### config.mk
export PLATFORM = sky130hd
export DESIGN_NAME = adxl357_init_sequencer
export DESIGN_NICKNAME = d
export VERILOG_FILES = /design/src/rtl/adxl357_pkg.sv /design/src/rtl/adxl357_init_sequencer_sync.sv /design/src/rtl/adxl357_init_sequencer.sv
export SDC_FILE = /design/constraint.sdc
export NUM_CORES = 1
export LEC_CHECK = 0
export ABC_AREA = 1
export CORE_MARGIN = 2
export CORE_UTILIZATION = 31
export CTS_CLUSTER_DIAMETER = 60
export DETAILED_ROUTE_END_ITERATION = 8
export GPL_TIMING_DRIVEN = 0
export SLEW_MARGIN = 20
export SYNTH_ARGS = -nofsm -noshare
export SYNTH_HDL_FRONTEND = slang
export SYNTH_SLANG_ARGS = --single-unit
### constraint.sdc
create_clock -name i_clk -period 3.7 [get_ports i_clk]
set_clock_uncertainty 0.2 [all_clocks]
set_input_delay 0.925 -clock i_clk [delete_from_list [all_inputs] [get_ports i_clk]]
set_output_delay 0.925 -clock i_clk [all_outputs]
set_load 0.05 [all_outputs]
### src/rtl/adxl357_pkg.sv
// Shared definitions for the ADXL357 I2C controller and its sequencer.
// Control/status bit map, op codes, register map and sequencer states.
package adxl357_pkg;

  localparam logic [2:0] OP_CPU_WREG = 3'd1;
  localparam logic [2:0] OP_HW       = 3'd4;

  localparam logic [2:0] RATE_SLOW = 3'd0;
  localparam logic [2:0] RATE_FAST = 3'd7;

  localparam int CTRL_EN_BIT   = 0;
  localparam int CTRL_OP_LSB   = 1;
  localparam int CTRL_RATE_LSB = 4;

  localparam int STAT_FINISH_BIT = 1;
  localparam int STAT_STATE_LSB  = 2;
  localparam int STAT_SME_BIT    = 10;

  localparam logic [7:0] REG_FILTER    = 8'h28;
  localparam logic [7:0] REG_RANGE     = 8'h2C;
  localparam logic [7:0] REG_POWER_CTL = 8'h2D;

  typedef enum logic [2:0] {
    ST_STARTUP,
    ST_ARM,
    ST_WAIT,
    ST_RELEASE,
    ST_HW_RUN,
    ST_FAIL,
    ST_QUIESCE
  } seq_state_e;

  typedef struct packed {
    logic [24:0] rsvd;
    logic [2:0]  clk_rate;
    logic [2:0]  op_mode;
    logic        en;
  } ctrl_t;

  function automatic ctrl_t mk_ctrl(
    input logic [2:0] rate,
    input logic [2:0] op,
    input logic       en
  );
    ctrl_t c;
    c          = '0;
    c.clk_rate = rate;
    c.op_mode  = op;
    c.en       = en;
    return c;
  endfunction

endpackage

### src/rtl/adxl357_init_sequencer_sync.sv
// Two-flop synchroniser for single-bit levels from the I2C clock domain.
// Reset clears both stages so downstream edge detectors start idle.
module sync_2ff (
  input  logic i_clk,
  input  logic i_rst_n,
  input  logic d,
  output logic q
);

  logic meta;

  // two-stage capture of an asynchronous level
  always_ff @(posedge i_clk or negedge i_rst_n) begin
    if (!i_rst_n) begin
      meta <= 1'b0;
      q    <= 1'b0;
    end else begin
      meta <= d;
      q    <= meta;
    end
  end

endmodule

### src/rtl/adxl357_init_sequencer.sv
// Power-up register write sequencer in front of the ADXL357 I2C controller.
// Writes RANGE, FILTER, POWER_CTL with retry, then hands over to HW streaming.
module adxl357_init_sequencer
  import adxl357_pkg::*;
#(
  parameter int         STARTUP_CYC = 500000,
  parameter int         TIMEOUT_CYC = 65536,
  parameter int         SETTLE_CYC  = 512,
  parameter int         MAX_RETRY   = 3,
  parameter logic [2:0] CLK_RATE    = 3'd7,
  parameter logic [7:0] W0_ADDR     = REG_RANGE,
  parameter logic [7:0] W0_DATA     = 8'h01,
  parameter logic [7:0] W1_ADDR     = REG_FILTER,
  parameter logic [7:0] W1_DATA     = 8'h00,
  parameter logic [7:0] W2_ADDR     = REG_POWER_CTL,
  parameter logic [7:0] W2_DATA     = 8'h00
) (
  input  logic        i_clk,
  input  logic        i_rst_n,
  input  logic        i_start,
  input  logic [31:0] i_status,
  output logic [31:0] o_ctrl,
  output logic [7:0]  o_reg_addr,
  output logic [7:0]  o_w_data,
  output logic        o_busy,
  output logic        o_done,
  output logic        o_error,
  output logic [1:0]  o_step
);

  localparam int RW = (MAX_RETRY < 1) ? 1 : $clog2(MAX_RETRY + 1);
  localparam logic [RW-1:0] RMAX = RW'(MAX_RETRY);
  localparam logic [31:0] STARTUP_LAST = 32'(STARTUP_CYC - 1);
  localparam logic [31:0] TIMEOUT_LAST = 32'(TIMEOUT_CYC - 1);
  localparam logic [31:0] SETTLE_LAST  = 32'(SETTLE_CYC - 1);

  seq_state_e    state_q, state_d;
  ctrl_t         ctrl_q, ctrl_d;
  logic [7:0]    addr_q, addr_d;
  logic [7:0]    data_q, data_d;
  logic [7:0]    wr_addr, wr_data;
  logic [1:0]    step_q, step_d;
  logic [RW-1:0] rcnt_q, rcnt_d;
  logic          retry_q, retry_d;
  logic          qph_q, qph_d;
  logic [31:0]   cnt_q, cnt_d;
  logic          busy_q, busy_d;
  logic          done_q, done_d;
  logic          err_q, err_d;

  logic fin_s, sme_s, fin_q, sme_q;
  logic fin_rise, sme_fall, timeout, settled;
  logic unused_status;

  assign unused_status = ^{i_status[31:11],
                           i_status[9:2],
                           i_status[0]};

  sync_2ff u_sync_fin (
    .i_clk  (i_clk),
    .i_rst_n(i_rst_n),
    .d      (i_status[STAT_FINISH_BIT]),
    .q      (fin_s)
  );

  sync_2ff u_sync_sme (
    .i_clk  (i_clk),
    .i_rst_n(i_rst_n),
    .d      (i_status[STAT_SME_BIT]),
    .q      (sme_s)
  );

  assign fin_rise = fin_s & ~fin_q;
  assign sme_fall = ~sme_s & sme_q;
  assign timeout  = (cnt_q == TIMEOUT_LAST);
  assign settled  = ~sme_s && (cnt_q == SETTLE_LAST);

  assign o_ctrl     = ctrl_q;
  assign o_reg_addr = addr_q;
  assign o_w_data   = data_q;
  assign o_busy     = busy_q;
  assign o_done     = done_q;
  assign o_error    = err_q;
  assign o_step     = step_q;

  // register address/data for the current step
  always_comb begin
    wr_addr = W2_ADDR;
    wr_data = W2_DATA;
    unique case (step_q)
      2'd0: begin
        wr_addr = W0_ADDR;
        wr_data = W0_DATA;
      end
      2'd1: begin
        wr_addr = W1_ADDR;
        wr_data = W1_DATA;
      end
      default: ;
    endcase
  end

  // state and all registered outputs
  always_ff @(posedge i_clk or negedge i_rst_n) begin
    if (!i_rst_n) begin
      state_q <= ST_STARTUP;
      ctrl_q  <= '0;
      addr_q  <= '0;
      data_q  <= '0;
      step_q  <= '0;
      rcnt_q  <= '0;
      retry_q <= 1'b0;
      qph_q   <= 1'b0;
      cnt_q   <= '0;
      busy_q  <= 1'b1;
      done_q  <= 1'b0;
      err_q   <= 1'b0;
      fin_q   <= 1'b0;
      sme_q   <= 1'b0;
    end else begin
      state_q <= state_d;
      ctrl_q  <= ctrl_d;
      addr_q  <= addr_d;
      data_q  <= data_d;
      step_q  <= step_d;
      rcnt_q  <= rcnt_d;
      retry_q <= retry_d;
      qph_q   <= qph_d;
      cnt_q   <= cnt_d;
      busy_q  <= busy_d;
      done_q  <= done_d;
      err_q   <= err_d;
      fin_q   <= fin_s;
      sme_q   <= sme_s;
    end
  end

  // next-state selection
  always_comb begin
    state_d = state_q;
    unique case (state_q)
      ST_STARTUP:
        if (cnt_q == STARTUP_LAST) state_d = ST_ARM;
      ST_ARM:
        state_d = ST_WAIT;
      ST_WAIT:
        if (fin_rise || sme_fall || timeout)
          state_d = ST_RELEASE;
      ST_RELEASE:
        if (settled) begin
          if (retry_q)
            state_d = (rcnt_q < RMAX) ? ST_ARM : ST_FAIL;
          else
            state_d = (step_q == 2'd2) ? ST_HW_RUN : ST_ARM;
        end
      ST_HW_RUN:
        if (i_start) state_d = ST_QUIESCE;
      ST_FAIL:
        if (i_start) state_d = ST_ARM;
      ST_QUIESCE:
        if (qph_q && settled) state_d = ST_ARM;
      default:
        state_d = ST_STARTUP;
    endcase
  end

  // datapath and output updates for the chosen transition
  always_comb begin
    ctrl_d  = ctrl_q;
    addr_d  = addr_q;
    data_d  = data_q;
    step_d  = step_q;
    rcnt_d  = rcnt_q;
    retry_d = retry_q;
    qph_d   = qph_q;
    cnt_d   = cnt_q + 32'd1;
    unique case (state_q)
      ST_ARM: begin
        addr_d  = wr_addr;
        data_d  = wr_data;
        ctrl_d  = mk_ctrl(CLK_RATE, OP_CPU_WREG, 1'b1);
        retry_d = 1'b0;
      end
      ST_WAIT: begin
        if (fin_rise) begin
          ctrl_d.en = 1'b0;
        end else if (sme_fall || timeout) begin
          ctrl_d.en = 1'b0;
          retry_d   = 1'b1;
        end
      end
      ST_RELEASE: begin
        if (sme_s) cnt_d = '0;
        if (settled) begin
          if (retry_q) begin
            if (rcnt_q < RMAX)
              rcnt_d = rcnt_q + 1'b1;
            else
              ctrl_d = mk_ctrl(CLK_RATE, OP_CPU_WREG, 1'b0);
          end else if (step_q != 2'd2) begin
            step_d = step_q + 2'd1;
            rcnt_d = '0;
          end else begin
            ctrl_d = mk_ctrl(CLK_RATE, OP_HW, 1'b0);
          end
        end
      end
      ST_HW_RUN: begin
        if (i_start) begin
          ctrl_d = mk_ctrl(CLK_RATE, OP_HW, 1'b0);
          qph_d  = 1'b0;
        end
      end
      ST_FAIL: begin
        if (i_start) begin
          step_d = '0;
          rcnt_d = '0;
        end
      end
      ST_QUIESCE: begin
        if (!qph_q) begin
          cnt_d = '0;
          if (!sme_s) begin
            qph_d  = 1'b1;
            ctrl_d = mk_ctrl(CLK_RATE, OP_CPU_WREG, 1'b0);
          end
        end else begin
          if (sme_s) cnt_d = '0;
          if (settled) begin
            step_d = '0;
            rcnt_d = '0;
          end
        end
      end
      default: ;
    endcase
    if (state_d != state_q) cnt_d = '0;
    busy_d = !(state_d inside {ST_HW_RUN, ST_FAIL});
    done_d = (state_d == ST_HW_RUN);
    err_d  = (state_d == ST_FAIL);
  end

endmodule

### Word-level counts from Yosys, hierarchy flattened

Index checks and enable logic that the tools add are counted.
W data, S select, Z words.

| word-level totals | value |
|---|---|
| register bits | 98 |
| bits in latches | 0 |
| memory bits (writable) | 0 |
| memory bits (read-only) | 0 |
| input bits | 35 |
| output and inout bits | 53 |
| word-level logic and storage cells | 126 |
| memories | 0 |

| cells by class | value |
|---|---|
| $add $sub $neg | 3 |
| multipliers | 0 |
| div/mod/pow operators | 0 |
| magnitude comparators | 1 |
| equality and inequality tests | 31 |
| shifts and indexed selects | 0 |
| muxes and demuxes | 46 |
| bitwise gates (word level) | 4 |
| reduce and logical (&&, ||, !) cells | 20 |

Operators by type and width:

| operator | count |
|---|---|
| $mux W32 | 10 |
| $pmux W31 S4 | 1 |
| $pmux W32 S2 | 1 |
| $add A32 B1 Y32 const B | 1 |
| $eq A32 B16 Y1 const B | 1 |
| $eq A32 B19 Y1 const B | 1 |
| $eq A32 B9 Y1 const B | 1 |
| $mux W3 | 9 |
| $ne A2 B2 Y1 const B | 12 |
| $pmux W3 S7 | 1 |
| $reduce_and A7 Y1 | 3 |
| $mux W2 | 10 |
| $eq A3 B3 Y1 const B | 5 |
| $ne A3 B3 Y1 const B | 5 |
| $pmux W2 S3 | 2 |
| $mux W1 | 8 |
| $reduce_and A8 Y1 | 1 |
| $eq A3 B2 Y1 const B | 2 |
| $pmux W3 S2 | 1 |
| $reduce_bool A2 Y1 | 3 |
| $pmux W1 S5 | 1 |
| $reduce_bool A5 Y1 | 1 |
| $add A2 B1 Y2 const B | 2 |
| $pmux W1 S2 | 2 |
| 16 further kinds | 21 |

### Logic depth before layout (Yosys ltp)

| depth | value |
|---|---|
| depth in word-level cells | 9 |
| depth in mapped cells | 15 |
| gate-level depth less buffers | 14 |

### Hierarchy

A second synthesis with hierarchy kept.

| second synthesis, totals | value |
|---|---|
| cell total of the unflattened synthesis | 513 |
| area, all modules | 4027.6 µm² |

Modules (own cells, without submodules):

| module | times used | cells each | area each (µm²) | seq. area each (µm²) |
|---|---|---|---|---|
| adxl357_init_sequencer | 1 | 509 | 3927.5 | 1352.5 |
| sync_2ff | 2 | 2 | 50.0 | 50.0 |

### Worst setup path before layout

OpenSTA, ideal clock, no wires.

| timing | value |
|---|---|
| kind | flip-flop to flip-flop |
| start point | register step_q[0], in the netlist o_step[0] |
| end point | register cnt_q[23] |
| library setup time | 0.128 ns |
| arrival time | 1.910 ns |
| data required time | 3.372 ns |
| slack | 1.463 ns |
| stages on the path, launching flop included | 16 |
| buffers on the path | 1 |
| clock period less this slack | 2.237 ns |
| cells stage by stage | dfrtp_1 inv_1 ha_1 inv_1 nand2_1 nand2_1 nor2_1 nand3_1 nand2_1 inv_2 nand3_1 nand2_1 nor2_2 nand2_4 buf_12 nor2_4 |

| on the way | value |
|---|---|
| cells in the longest elaborated chain, start to end | 7 |

Ends and longest elaborated chain:

| what | line | source |
|---|---|---|
| start, declared | adxl357_init_sequencer.sv:42 | `logic [1:0] step_q, step_d;` |
| start signal, assigned | adxl357_init_sequencer.sv:125 | `step_q <= step_d;` |
| $eq A2 B2 Y1 | adxl357_init_sequencer.sv:154 | `state_d = (step_q == 2'd2) ? ST_HW_RUN : ST_ARM;` |
| $mux W3 | adxl357_init_sequencer.sv:154 |  |
| $mux W3 | adxl357_init_sequencer.sv:151 | `if (retry_q)` |
| $mux W3 | adxl357_init_sequencer.sv:150 | `if (settled) begin` |
| $pmux W3 S7 | adxl357_init_sequencer.sv:141 | `unique case (state_q)` |
| $ne A3 B3 Y1 | adxl357_init_sequencer.sv:237 | `if (state_d != state_q) cnt_d = '0;` |
| $mux W32 | adxl357_init_sequencer.sv:237 |  |
| via cnt_d[23] | adxl357_init_sequencer.sv:46 | `logic [31:0] cnt_q, cnt_d;` |
| end signal, assigned | adxl357_init_sequencer.sv:129 | `cnt_q <= cnt_d;` |
| end, declared | adxl357_init_sequencer.sv:46 |  |

The timed path passes the listed nets, and every way through them passes these cells.
A chain may end at the register's enable or synchronous reset.

### Worst setup path in the final report

| timing | value |
|---|---|
| start point | register busy_q, in the netlist o_busy |
| end point | output o_busy |

RTL lines:

| what | line | source |
|---|---|---|
| start, declared | adxl357_init_sequencer.sv:47 | `logic busy_q, busy_d;` |
| start signal, assigned | adxl357_init_sequencer.sv:130 | `busy_q <= busy_d;` |
| end, declared | adxl357_init_sequencer.sv:25 | `output logic o_busy,` |

No word-level cell between the ends.

==> run summary <==
The flow ran to the end, and the final reports show no timing, DRC or antenna violations. The cell type of the slowest stage on the worst timing path was clkdlybuf4s50_1. Worst min-delay path class: flip-flop to flip-flop. STA puts the critical path data arrival time at 1.64 ns. The maximum cell stage delay along the critical path came out at 0.79 ns. The number of setup buffers added after CTS was 0.

For this run, the leading register cell type out of synthesis is dfrtp_1. The tools report the number of cells produced by synthesis as 496. For the number of pins exceeding their max-slew limit in the final report, the log shows 0. The repair_antennas step left the layout with diodes totalling 0. The post-synthesis cell area came out at 3760 sq um. The netlist uses 39 different library cells. The area added between synthesis and finish came out at 21.3%.

The pin count of the biggest net entering global routing was 39; the critical path buffer and inverter count was 1. The first global-routing pass estimated 13200 microns of wire. The later pin in the worst-skew pair is clocked with a latency of 0.34 ns. The die covers 13000 sq um.

For the maximum VDD drop, the log shows 280 uV. The flip-flop and latch count after synthesis was 58. The largest fanout on the critical path works out to 1. The critical path in this run is classified as flip-flop to output port. After the last flow step, the layout net total stands at 604. On the critical path the largest part of the delay comes from buffers and inverters. The logs give 6110 microns for the placed wire-length estimate and 88 for the number of top-level design ports. Based on the critical path, the design can be clocked at up to 362 MHz.

After layout, the minimum clock period comes to 2.76 ns. Input and output buffers added on the ports amount to 20. The height of the die works out to 114 microns. The run gives 0 as the max capacitance violation total.

In the routed design, unresolved DRC markers number 0. The site row count is 40, and the detailed-router iteration count before antenna repair is 4. The count of nets left with antenna violations once routing finished came out at 0. The total of hold buffers inserted after clock tree synthesis is 0, and the initial cell density of the core is 31.6%.

The iteration-0 DRC count of the detailed router was 118; the worst path setup slack after routing was 0.935 ns. Root buffer cell: clkbuf_16. The routed design has 7940 microns of wire. The run gives 0.896 as the global placement routability congestion. The floorplan step defined a core boundary enclosing 11900 sq um. The final total power was 1540 uW.

The number of antenna violations at the first check in global routing came out at 0. Hold timing on the final database bottoms out at a slack of 0.146 ns. For the number of resized instances in the post-cts repair step, the log shows 0.

The final worst-path cycle share came out at 74.7%. In the synthesized netlist the async set-or-reset flop fraction comes to 100%. Setup repair after global routing left no endpoint under its margin. For the pin with the worst max-slew slack, the measured transition is 0.567 ns.

The per-instance average area after synthesis was 7.58 sq um. Headroom to the max-slew limit came out at 61.9%. The tools report the sort of element at the start of the critical path as a flip-flop. Counting flops with a built-in enable in the synthesized netlist gives 0. Power spread over the standard cell area amounts to 338 nW/um^2. The run gives 2825 as the via count of the first global-routing pass. Summed over all layers, the global routing overflow is 0.

The run gives 1266 as the filler cell count in the final layout. In the final routed layout, each cell accounts on average for 11.1 microns. The number of warnings issued by yosys was 0; the die extent in x was 114 microns. In this run the deepest clock path goes through 2 buffers. The number of vias after detailed routing is 3140. The logs give 12.8% for the total routing resource utilization after global routing and 38.3% for the final core area utilization. Counting the buffers created by CTS gives 9. After synthesis, flip-flops and latches occupy 38.6% of the total area.

The number of hold-slack violations in the final timing report was 0. TritonCTS built the clock tree. The tools report the standby leakage power as 0.00217 uW.

Adding up every negative setup slack in the final design gives 0 ns. After detailed routing, the number of vias per cell comes to 4.39. CTS saw 58 sinks. The clock transition time at the flip-flop clock pins of the worst setup and hold paths is 0.05 ns. Before CTS, the worst setup slack after placement is 1.01 ns.

Setup violations remaining at the end of the flow were counted as 0. The tools report the critical path endpoint category as an output port. Data required time of the worst path: 2.57 ns. The clock tree synthesis step divided the H-tree into 3 levels. The signal on the critical path passes through clkdlybuf4s50_1. Of the cells placed in the final design, the portion with a size suffix greater than 1 is 21.3%.
==> routing by layer <==
layer	vias to the layer above	track usage, %	share of wire (%)
li1	1632	-	-
met2	63	20.4	46
met1	1437	16.5	48
met3	8	3.76	4.9
met4	0	4.80	1.1
met5	-	0	0
==> path summary, 6_finish.rpt <==
kind	from	endpoint	slack, ns	cells after the start
worst max-delay path	o_busy	o_busy	0.94	1
worst min-delay path	u_sync_sme.meta	u_sync_sme.q	0.15	0
worst max register to register	cnt_q[0]	cnt_q[19]	1.23	13
worst min register to register	u_sync_sme.meta	u_sync_sme.q	0.15	0
max in group asynchronous	i_rst_n	o_busy	2.48	2
min in group asynchronous	i_rst_n	cnt_q[22]	0.27	1
==> cell families (layout without fill, tap and decap cells) <==
logic type,after synthesis,in the layout,synth area share [%]
flops,58,58,38.6
buf+inv,106,143,15.5
fa+ha+maj,5,5,1.66
compound gates,54,54,8.22
other cells,1,37,0.0998
xor+xnor,2,2,0.466
simple gates,270,270,35.4
==> stage by stage <==
stage | std cells | instance area [sq um]
finish | 716 | 4560
global route | 716 | 4560
CTS | 716 | 4560
detailed placement | 700 | 4300
global placement | 699 | 4280
floorplan | 532 | 3890
==> cell type report <==
cell class                      instances  area (sq um)  area share, %
Clock buffer                           10           229           5.02
Multi-Input combinational cell        368          1860           40.7
Inverter                               60           225           4.94
Timing Repair Buffer                   21           218           4.77
Tap cell                              147           184           4.03
Buffer                                 46           359           7.88
Sequential cell                        58          1450           31.9
Clock inverter                          6          35.0          0.768
==> registers in the layout, indices dropped and copies added, names as in the netlist, 2 cells and up <==
name	count
cnt_q	32
o_ctrl	4
o_reg_addr	3
state_q	3
o_step	2
rcnt_q	2
==> cells in the final DEF, fill, tap and decap left out, types with 4 or more instances in the layout <==
cell / n
nand2_1: 97
conb_1: 37
nand4_1: 6
dfrtp_1: 57
nor3_1: 10
nor2_4: 14
clkinv_2: 4
ha_1: 5
nand2_2: 4
nor2_2: 23
inv_1: 55
nand3_1: 33
buf_4: 42
inv_2: 5
a21oi_1: 11
o21ai_0: 27
nor2_1: 69
or2_2: 4
clkdlybuf4s50_1: 19
clkbuf_16: 9
==> synthesized netlist by cell type (3+ instances only) <==
cell | number | share of area, %
inv_2 | 5 | 0.50
nor3_1 | 10 | 1.3
a21oi_1 | 11 | 1.5
dfrtp_1 | 57 | 38
buf_4 | 41 | 8.2
nand3_1 | 33 | 4.4
ha_1 | 5 | 1.7
nor2_4 | 14 | 4.2
nand3_2 | 3 | 0.80
inv_1 | 55 | 5.5
o21ai_0 | 27 | 3.6
nor2_1 | 69 | 6.9
nand4_1 | 6 | 1.0
o211ai_1 | 3 | 0.60
nand2_2 | 4 | 0.67
nand2_1 | 97 | 9.7
o22ai_1 | 3 | 0.50
nor2_2 | 23 | 3.8
or2_2 | 4 | 0.67
a21o_1 | 3 | 0.60
==> power by group <==
group          switching [uW]  total (uW)  internal (uW)  leakage, uW
combinational             119         161           42.5      0.00128
sequential               4.84         647            642     0.000755
clock                     288         734            446     0.000128
total                     411        1540           1130      0.00217
(Power assumes the default switching activity.)
